==> src/rtl/cmt_pkg.sv <==
// Shared field types, default field constants, sumcheck FSM states and modular add/sub helpers.
package cmt_pkg;

    typedef logic [31:0] uint_t;

    localparam uint_t CMT_PRIME = 32'd2147483647;
    localparam uint_t CMT_INV2  = 32'd1073741824;

    typedef enum logic [2:0] {
        S_IDLE     = 3'd0,
        S_WAIT_PTS = 3'd1,
        S_CHECK    = 3'd2,
        S_SAMPLE   = 3'd3,
        S_EVAL     = 3'd4,
        S_NEXT     = 3'd5,
        S_DONE     = 3'd6
    } sc_state_e;

    // Operands must be below p; one conditional subtract restores the range.
    function automatic uint_t mod_add(input uint_t a, input uint_t b, input uint_t p);
        logic [32:0] s;
        s = {1'b0, a} + {1'b0, b};
        if (s >= {1'b0, p}) begin
            s = s - {1'b0, p};
        end else begin
            s = s;
        end
        return s[31:0];
    endfunction

    function automatic uint_t mod_sub(input uint_t a, input uint_t b, input uint_t p);
        uint_t r;
        if (a >= b) begin
            r = a - b;
        end else begin
            r = a - b + p;
        end
        return r;
    endfunction

endpackage

==> src/rtl/mod_mul.sv <==
// Serial MSB-first shift-add modular multiplier; result appears W+1 cycles after start.
module mod_mul
    import cmt_pkg::*;
#(
    parameter int          W     = 32,
    parameter int unsigned PRIME = CMT_PRIME
) (
    input  logic         clk,
    input  logic         nrst,
    input  logic         start_i,
    input  logic [W-1:0] a_i,
    input  logic [W-1:0] b_i,
    output logic         busy_o,
    output logic         done_o,
    output logic [W-1:0] result_o
);
    localparam uint_t P32 = uint_t'(PRIME);
    localparam int    CW  = $clog2(W + 1);

    logic [W-1:0]  a_q, a_d, b_q, b_d, acc_q, acc_d;
    logic [CW-1:0] cnt_q, cnt_d;
    logic          busy_q, busy_d, done_q, done_d;
    logic [W-1:0]  dbl_s, step_s;

    assign dbl_s  = W'(mod_add(uint_t'(acc_q), uint_t'(acc_q), P32));
    assign step_s = b_q[W-1] ? W'(mod_add(uint_t'(dbl_s), uint_t'(a_q), P32)) : dbl_s;

    // Next-state: load on start, then one multiplier bit per cycle.
    always_comb begin
        a_d    = a_q;
        b_d    = b_q;
        acc_d  = acc_q;
        cnt_d  = cnt_q;
        busy_d = busy_q;
        done_d = 1'b0;
        if (busy_q) begin
            acc_d = step_s;
            b_d   = {b_q[W-2:0], 1'b0};
            cnt_d = cnt_q + CW'(1);
            if (cnt_q == CW'(W - 1)) begin
                busy_d = 1'b0;
                done_d = 1'b1;
            end else begin
                busy_d = 1'b1;
            end
        end else if (start_i) begin
            a_d    = a_i;
            b_d    = b_i;
            acc_d  = '0;
            cnt_d  = '0;
            busy_d = 1'b1;
        end else begin
            busy_d = 1'b0;
        end
    end

    // State register with synchronous active-low reset.
    always_ff @(posedge clk) begin
        if (!nrst) begin
            a_q    <= '0;
            b_q    <= '0;
            acc_q  <= '0;
            cnt_q  <= '0;
            busy_q <= 1'b0;
            done_q <= 1'b0;
        end else begin
            a_q    <= a_d;
            b_q    <= b_d;
            acc_q  <= acc_d;
            cnt_q  <= cnt_d;
            busy_q <= busy_d;
            done_q <= done_d;
        end
    end

    assign busy_o   = busy_q;
    assign done_o   = done_q;
    assign result_o = acc_q;

endmodule

==> src/rtl/sumcheck_round_verifier.sv <==
// Verifier-side sumcheck engine for one layer: sum check, serial challenge, degree-2 interpolation.
// Optional macro SUMCHECK_EARLY_ABORT_EN: a failed round check ends the layer immediately.
module sumcheck_round_verifier
    import cmt_pkg::*;
#(
    parameter int          UINT_WIDTH = 32,
    parameter int          NUM_LAYERS = 4,
    parameter int          NUM_BITS   = NUM_LAYERS - 1,
    parameter int          NUM_ROUNDS = 2 * NUM_BITS,
    parameter int unsigned PRIME      = CMT_PRIME,
    parameter int          R_BITS     = 31,
    localparam int         RW         = (NUM_ROUNDS > 1) ? $clog2(NUM_ROUNDS) : 1
) (
    input  logic                       clk,
    input  logic                       nrst,
    input  logic                       start,
    input  logic [UINT_WIDTH-1:0]      claim,
    input  logic [NUM_LAYERS-1:0]      layer_idx,
    input  logic                       random,
    input  logic [2:0][UINT_WIDTH-1:0] sample_pts,
    input  logic                       pts_valid,
    output logic                       pts_ready,
    output logic [UINT_WIDTH-1:0]      r_out,
    output logic                       r_valid,
    output logic [RW-1:0]              r_round,
    output logic [NUM_LAYERS-1:0]      r_layer,
    output logic [UINT_WIDTH-1:0]      final_claim,
    output logic                       done,
    output logic                       accept
);
    localparam int BC = $clog2(R_BITS + 1);
    typedef logic [UINT_WIDTH-1:0] fe_t;
    localparam uint_t P32     = uint_t'(PRIME);
    localparam fe_t   P_FE    = fe_t'(P32);
    localparam fe_t   INV2_FE = fe_t'((P32 + 32'd1) >> 1);

    function automatic fe_t fadd(input fe_t a, input fe_t b);
        return fe_t'(mod_add(uint_t'(a), uint_t'(b), P32));
    endfunction

    function automatic fe_t fsub(input fe_t a, input fe_t b);
        return fe_t'(mod_sub(uint_t'(a), uint_t'(b), P32));
    endfunction

    sc_state_e             state_q, state_d;
    fe_t                   claim_q, claim_d, g0_q, g0_d, g1_q, g1_d, g2_q, g2_d;
    fe_t                   r_q, r_d, prod_t_q, prod_t_d, prod_a_q, prod_a_d;
    fe_t                   gr_q, gr_d, final_q, final_d;
    logic [NUM_LAYERS-1:0] layer_q, layer_d;
    logic [RW-1:0]         round_q, round_d;
    logic [BC-1:0]         bit_cnt_q, bit_cnt_d;
    logic [1:0]            phase_q, phase_d, sel_s;
    logic                  accept_q, accept_d, issue_q, issue_d;
    logic                  mul_start_s, mul_done_s, check_fail_s;
    fe_t                   mul_a_s, mul_b_s, mul_res_s, d1_s, d2_s, r_m1_s, r_shift_s, r_red_s;

    assign check_fail_s = (g0_q >= P_FE) || (g1_q >= P_FE) || (g2_q >= P_FE)
                        || (fadd(g0_q, g1_q) != claim_q);
    assign d1_s      = fsub(g1_q, g0_q);
    assign d2_s      = fsub(fadd(g2_q, g0_q), fadd(g1_q, g1_q));
    assign r_m1_s    = fsub(r_q, fe_t'(1'b1));
    assign r_shift_s = {r_q[UINT_WIDTH-2:0], random};
    assign r_red_s   = (r_shift_s >= P_FE) ? (r_shift_s - P_FE) : r_shift_s;
    assign sel_s     = issue_q ? 2'd0 : (phase_q + 2'd1);

    mod_mul #(.W(UINT_WIDTH), .PRIME(PRIME)) u_mul (
        .clk      (clk),
        .nrst     (nrst),
        .start_i  (mul_start_s),
        .a_i      (mul_a_s),
        .b_i      (mul_b_s),
        .busy_o   (),
        .done_o   (mul_done_s),
        .result_o (mul_res_s)
    );

    // Next-state and datapath control for the round sequence.
    always_comb begin
        state_d = state_q;    claim_d  = claim_q;  g0_d      = g0_q;     g1_d     = g1_q;
        g2_d    = g2_q;       r_d      = r_q;      prod_t_d  = prod_t_q; prod_a_d = prod_a_q;
        gr_d    = gr_q;       final_d  = final_q;  layer_d   = layer_q;  round_d  = round_q;
        phase_d = phase_q;    accept_d = accept_q; bit_cnt_d = bit_cnt_q;
        issue_d = 1'b0;       mul_start_s = 1'b0;
        // Operand schedule: r*(r-1), t*INV2, r*d1, t*d2; each start overlaps the previous done.
        case (sel_s)
            2'd0:    begin mul_a_s = r_q;       mul_b_s = r_m1_s;  end
            2'd1:    begin mul_a_s = mul_res_s; mul_b_s = INV2_FE; end
            2'd2:    begin mul_a_s = r_q;       mul_b_s = d1_s;    end
            default: begin mul_a_s = prod_t_q;  mul_b_s = d2_s;    end
        endcase
        case (state_q)
            S_IDLE, S_DONE: begin
                if (start) begin
                    claim_d  = claim;
                    layer_d  = layer_idx;
                    accept_d = 1'b1;
                    round_d  = '0;
                    state_d  = S_WAIT_PTS;
                end else begin
                    state_d = state_q;
                end
            end
            S_WAIT_PTS: begin
                if (pts_valid) begin
                    g0_d    = sample_pts[0];
                    g1_d    = sample_pts[1];
                    g2_d    = sample_pts[2];
                    state_d = S_CHECK;
                end else begin
                    state_d = S_WAIT_PTS;
                end
            end
            S_CHECK: begin
                r_d       = '0;
                bit_cnt_d = '0;
`ifdef SUMCHECK_EARLY_ABORT_EN
                if (check_fail_s) begin
                    accept_d = 1'b0;
                    final_d  = '0;
                    state_d  = S_DONE;
                end else begin
                    state_d = S_SAMPLE;
                end
`else
                if (check_fail_s) begin
                    accept_d = 1'b0;
                end else begin
                    accept_d = accept_q;
                end
                state_d = S_SAMPLE;
`endif
            end
            S_SAMPLE: begin
                r_d       = r_shift_s;
                bit_cnt_d = bit_cnt_q + BC'(1);
                if (bit_cnt_q == BC'(R_BITS - 1)) begin
                    r_d     = r_red_s;
                    phase_d = 2'd0;
                    issue_d = 1'b1;
                    state_d = S_EVAL;
                end else begin
                    state_d = S_SAMPLE;
                end
            end
            S_EVAL: begin
                mul_start_s = issue_q || (mul_done_s && (phase_q != 2'd3));
                if (mul_done_s) begin
                    case (phase_q)
                        2'd1:    prod_t_d = mul_res_s;
                        2'd2:    prod_a_d = mul_res_s;
                        2'd3: begin
                            gr_d    = fadd(fadd(g0_q, prod_a_q), mul_res_s);
                            state_d = S_NEXT;
                        end
                        default: prod_t_d = prod_t_q;
                    endcase
                    phase_d = (phase_q == 2'd3) ? phase_q : (phase_q + 2'd1);
                end else begin
                    phase_d = phase_q;
                end
            end
            S_NEXT: begin
                claim_d = gr_q;
                if (round_q == RW'(NUM_ROUNDS - 1)) begin
                    final_d = gr_q;
                    state_d = S_DONE;
                end else begin
                    round_d = round_q + RW'(1);
                    state_d = S_WAIT_PTS;
                end
            end
            default: state_d = S_IDLE;
        endcase
    end

    // State and datapath registers with synchronous active-low reset.
    always_ff @(posedge clk) begin
        if (!nrst) begin
            state_q <= S_IDLE;  claim_q  <= '0;   g0_q      <= '0; g1_q     <= '0;
            g2_q    <= '0;      r_q      <= '0;   prod_t_q  <= '0; prod_a_q <= '0;
            gr_q    <= '0;      final_q  <= '0;   layer_q   <= '0; round_q  <= '0;
            phase_q <= '0;      accept_q <= 1'b1; bit_cnt_q <= '0; issue_q  <= 1'b0;
        end else begin
            state_q <= state_d; claim_q  <= claim_d;  g0_q      <= g0_d;      g1_q     <= g1_d;
            g2_q    <= g2_d;    r_q      <= r_d;      prod_t_q  <= prod_t_d;  prod_a_q <= prod_a_d;
            gr_q    <= gr_d;    final_q  <= final_d;  layer_q   <= layer_d;   round_q  <= round_d;
            phase_q <= phase_d; accept_q <= accept_d; bit_cnt_q <= bit_cnt_d; issue_q  <= issue_d;
        end
    end

    assign pts_ready   = (state_q == S_WAIT_PTS);
    assign r_valid     = (state_q == S_NEXT);
    assign done        = (state_q == S_DONE);
    assign r_out       = r_q;
    assign r_round     = round_q;
    assign r_layer     = layer_q;
    assign final_claim = final_q;
    assign accept      = accept_q;

endmodule

==> config.mk <==
export PLATFORM = sky130hd
export DESIGN_NAME = sumcheck_round_verifier
export DESIGN_NICKNAME = d
export VERILOG_FILES = /design/src/rtl/cmt_pkg.sv /design/src/rtl/mod_mul.sv /design/src/rtl/sumcheck_round_verifier.sv
export SDC_FILE = /design/constraint.sdc
export NUM_CORES = 2
export LEC_CHECK = 0
export CAP_MARGIN = 10
export CELL_PAD_IN_SITES_DETAIL_PLACEMENT = 0
export CELL_PAD_IN_SITES_GLOBAL_PLACEMENT = 2
export CORE_UTILIZATION = 33
export CTS_BUF_LIST = sky130_fd_sc_hd__clkbuf_4
export DETAILED_ROUTE_END_ITERATION = 8
export HOLD_SLACK_MARGIN = 0.1
export PLACE_DENSITY = 0.79
export SETUP_SLACK_MARGIN = 0.15
export SLEW_MARGIN = 20
export SYNTH_ARGS = -nofsm -noshare
export SYNTH_HDL_FRONTEND = slang
export SYNTH_SLANG_ARGS = --single-unit
==> constraint.sdc <==
create_clock -name clk -period 7.5 [get_ports clk]
set_input_delay 1.875 -clock clk [delete_from_list [all_inputs] [get_ports clk]]
set_output_delay 1.875 -clock clk [all_outputs]
set_load 0.005 [all_outputs]
==> impl_metrics.env <==
export IMPL_status="complete, no violations"
export IMPL_holdWs_ps=450
export IMPL_setup_viol=0
export IMPL_drt_total_wl_um=168000
export IMPL_ir_worst_vdd_v=0.000103
export IMPL_cts_buffers=118
export IMPL_ys_seq_area_share_pct=22.3
export IMPL_p_leak_nw=20.2
export IMPL_drv_cap=0
export IMPL_io_pins=212
export IMPL_synth_edf_count=0
export IMPL_root_buffer="clkbuf_4"
export IMPL_netlist_instances=5129
export IMPL_critPathMaxFanout=6
export IMPL_drtIter0Drc=3788
export IMPL_cts_tree="done"
export IMPL_die_area_um2=113000
export IMPL_post_route_period_util_pct=99.3
export IMPL_antenna_found_initial=3
export IMPL_dr_pass1_iters=7
export IMPL_die_x_um=336
export IMPL_cp_slowest_cell="fa_2"
export IMPL_max_freq_mhz=134
export IMPL_finalMaxSlewViolations=0
export IMPL_htree_levels=3
export IMPL_dp_hpwl_um=131000
export IMPL_timing_critical_path_buf_inv=14
export IMPL_final_min_clock_period_ps=7450
export IMPL_syn_nets=5519
export IMPL_start_kind="flip-flop"
export IMPL_rsz0062_at_grt="yes"
export IMPL_async_reset_ff_share_pct=0
export IMPL_ant_nets=0
export IMPL_viasPerCell=5.60
export IMPL_worst_pin_slew_ps=1020
export IMPL_finalHoldViolCount=0
export IMPL_worstSkewPairLatency_ps=1040
export IMPL_grt_max_degree=85
export IMPL_synth_simple_area_share_pct=25.8
export IMPL_avgSynthCellArea_um2=7.19
export IMPL_cts_hold_buf=0
export IMPL_io_buffers=211
export IMPL_worstPathRequired_ps=8310
export IMPL_globalplace_congestion=0.978
export IMPL_synthMuxAreaShare_pct=1.81
export IMPL_synth_seq_cells=411
export IMPL_crit_top_cell="buf_4"
export IMPL_drive_gt1_share_pct=22.0
export IMPL_power_per_cell_area_nw_per_um2=156
export IMPL_start_util_pct=33.3
export IMPL_finalSetupTns_ps=0
export IMPL_cts_clk_slew_worst_paths_ps=70
export IMPL_yosys_area_share_adder_pct=8.72
export IMPL_die_h_um=336
export IMPL_synth_cell_types=116
export IMPL_worst_clock_skew_ps=85.8
export IMPL_nFillCells=11600
export IMPL_ys_flop_type="dfxtp_1"
export IMPL_grt_usage_pct=28.5
export IMPL_wire_per_inst_um=22.5
export IMPL_crit_arrival_ps=8250
export IMPL_cpPeakStageDelay_ps=390
export IMPL_netlist_area_um2=36900
export IMPL_ys_warn_count=0
export IMPL_synthXorXnorAreaFrac_pct=10.5
export IMPL_crit_family="compound AO/OA/AOI/OAI gates"
export IMPL_rows=122
export IMPL_cts_max_path_buffers=3
export IMPL_synth_compound_area_share_pct=25.9
export IMPL_path_class="reg2reg"
export IMPL_drc_errors=0
export IMPL_relSlewSlack_pct=31.9
export IMPL_coreArea_um2=111000
export IMPL_final_nets=6263
export IMPL_synth_top_family_by_area="compound AO/OA/AOI/OAI gates"
export IMPL_grt_pass1_wl_um=245000
export IMPL_overflow=0
export IMPL_cts_sinks=411
export IMPL_grt_pass1_vias=38700
export IMPL_vias=41800
export IMPL_hp_class="reg2reg"
export IMPL_area_growth_pct=32.4
export IMPL_crit_path_end_kind="flip-flop"
-- final timing paths --
path | startpoint | end | slack (ps) | cells after the start
worst max-delay path | g0_q[1] | gr_q[15] | 50 | 42
worst min-delay path | final_claim[15] | final_claim[15] | 450 | 2
worst max register to register | g0_q[1] | gr_q[15] | 50 | 42
worst min register to register | final_claim[15] | final_claim[15] | 450 | 2
-- area by class of cell --
class | count | area (um2) | share of cell area [%]
Multi-Input combinational cell | 4243 | 29000 | 59.3
Tap cell | 1488 | 1860 | 3.81
Antenna cell | 8 | 20.0 | 0.0410
Sequential cell | 411 | 8250 | 16.9
Clock buffer | 166 | 1250 | 2.55
Timing Repair Buffer | 907 | 7530 | 15.4
Inverter | 192 | 738 | 1.51
Clock inverter | 45 | 258 | 0.528
-- registers in the layout, indices dropped and copies added, names as in the netlist --
register	count
state_q	3
phase_q	2
r_layer	4
u_mul.a_q	32
g0_q	32
r_out	32
g1_q	32
g2_q	32
u_mul.busy_o	1
claim_q	32
r_round	3
gr_q	32
u_mul.done_o	1
final_claim	32
accept	1
u_mul.b_q	32
bit_cnt_q	5
u_mul.result_o	32
u_mul.cnt_q	6
prod_a_q	32
issue_q	1
prod_t_q	32
-- worst register-to-register path, delay by kind of cell, from the launching register on --
kind,cells,cell delay (ps)
AO/OA/AOI/OAI,13,2580
buffers and inverters,14,1720
AND/OR/NAND/NOR,10,1460
adder cells (fa/ha/maj),2,710
XOR/XNOR,3,420
flip-flops,1,370
-- cells in the final DEF (no fill, tap or decap), drive strengths merged, types with 162 or more instances in the layout --
cell           instances
o21ai                224
clkdlybuf4s50        210
nor3                 162
dfxtp                411
clkbuf               168
inv                  196
xnor2                291
ha                   246
nor2                 395
buf                  695
nand2                790
a21oi                562
-- per-stage QoR --
step	instance area (um2)	setup WS, ps	total power, mW	cells	utilization [%]
floorplan	37000	143	3.88	5129	-
global placement	44400	-455	5.14	7142	40.1
finish	48900	53.9	7.62	7460	44.1
CTS	46900	151	7.38	7390	42.3
detailed placement	44400	-479	5.13	7142	40.1
global route	48800	-192	7.98	7459	44.1
-- what timing repair did --
item / 4_1_cts / 5_1_grt
buffers inserted: 37 / 60
setup endpoints to repair: 50 / 59
gates resized for setup: 152 / 318
gates cloned: 0 / 2
pin swaps: 71 / 162
-- synthesized netlist by cell type, drive strengths merged (15+ instances only) --
library cell / number / share of area (%)
a21o: 112 / 2.3
nor3: 162 / 2.2
nor2: 395 / 4.0
and3: 76 / 1.3
o31ai: 29 / 0.63
and2: 40 / 0.68
or3: 39 / 0.67
xnor2: 291 / 6.9
o211ai: 58 / 1.2
dfxtp: 411 / 22
nand3b: 20 / 0.41
a31oi: 41 / 0.70
buf: 47 / 0.64
o22ai: 36 / 0.61
nor4: 71 / 1.3
o21ai: 224 / 3.1
nand2: 790 / 8.0
or2: 40 / 0.68
nand4: 81 / 1.4
clkbuf: 236 / 2.4
a311oi: 18 / 0.43
xor2: 151 / 3.6
a21boi: 15 / 0.33
o221ai: 20 / 0.47
a2111oi: 24 / 0.74
nor2b: 46 / 0.79
ha: 246 / 8.3
a22oi: 73 / 1.5
a211o: 15 / 0.36
nand3: 122 / 1.7
inv: 192 / 2.0
a211oi: 48 / 1.1
o21bai: 22 / 0.45
a221oi: 17 / 0.42
mux2i: 51 / 1.4
o21a: 50 / 1.0
a21oi: 562 / 7.6
nand2b: 49 / 0.83
-- logic make-up (layout without fill, tap and decap cells) --
group | count (synthesis) | after routing
compound gates | 1477 | 1477
xor+xnor | 442 | 442
fa+ha+maj | 253 | 253
buf+inv | 475 | 1310
flops | 411 | 411
mux | 65 | 65
other cells | 0 | 8
simple gates | 2006 | 2006
-- layer usage --
metal,vias up,track usage [%],wire (um)
met5,-,0,13
met4,2,7.78,4570
met3,242,4.53,11500
met2,1402,44.3,73800
met1,20100,40.3,78200
li1,20000,-,-
-- power by group --
| part | internal [mW] | switching, mW | total [mW] |
|---|---|---|---|
| Clock | 1.09 | 1.09 | 2.18 |
| Sequential | 2.23 | 0.0813 | 2.31 |
| Combinational | 1.29 | 1.84 | 3.13 |
| Total | 4.61 | 3.01 | 7.62 |
Note: power is estimated with default switching activity, not from simulation.
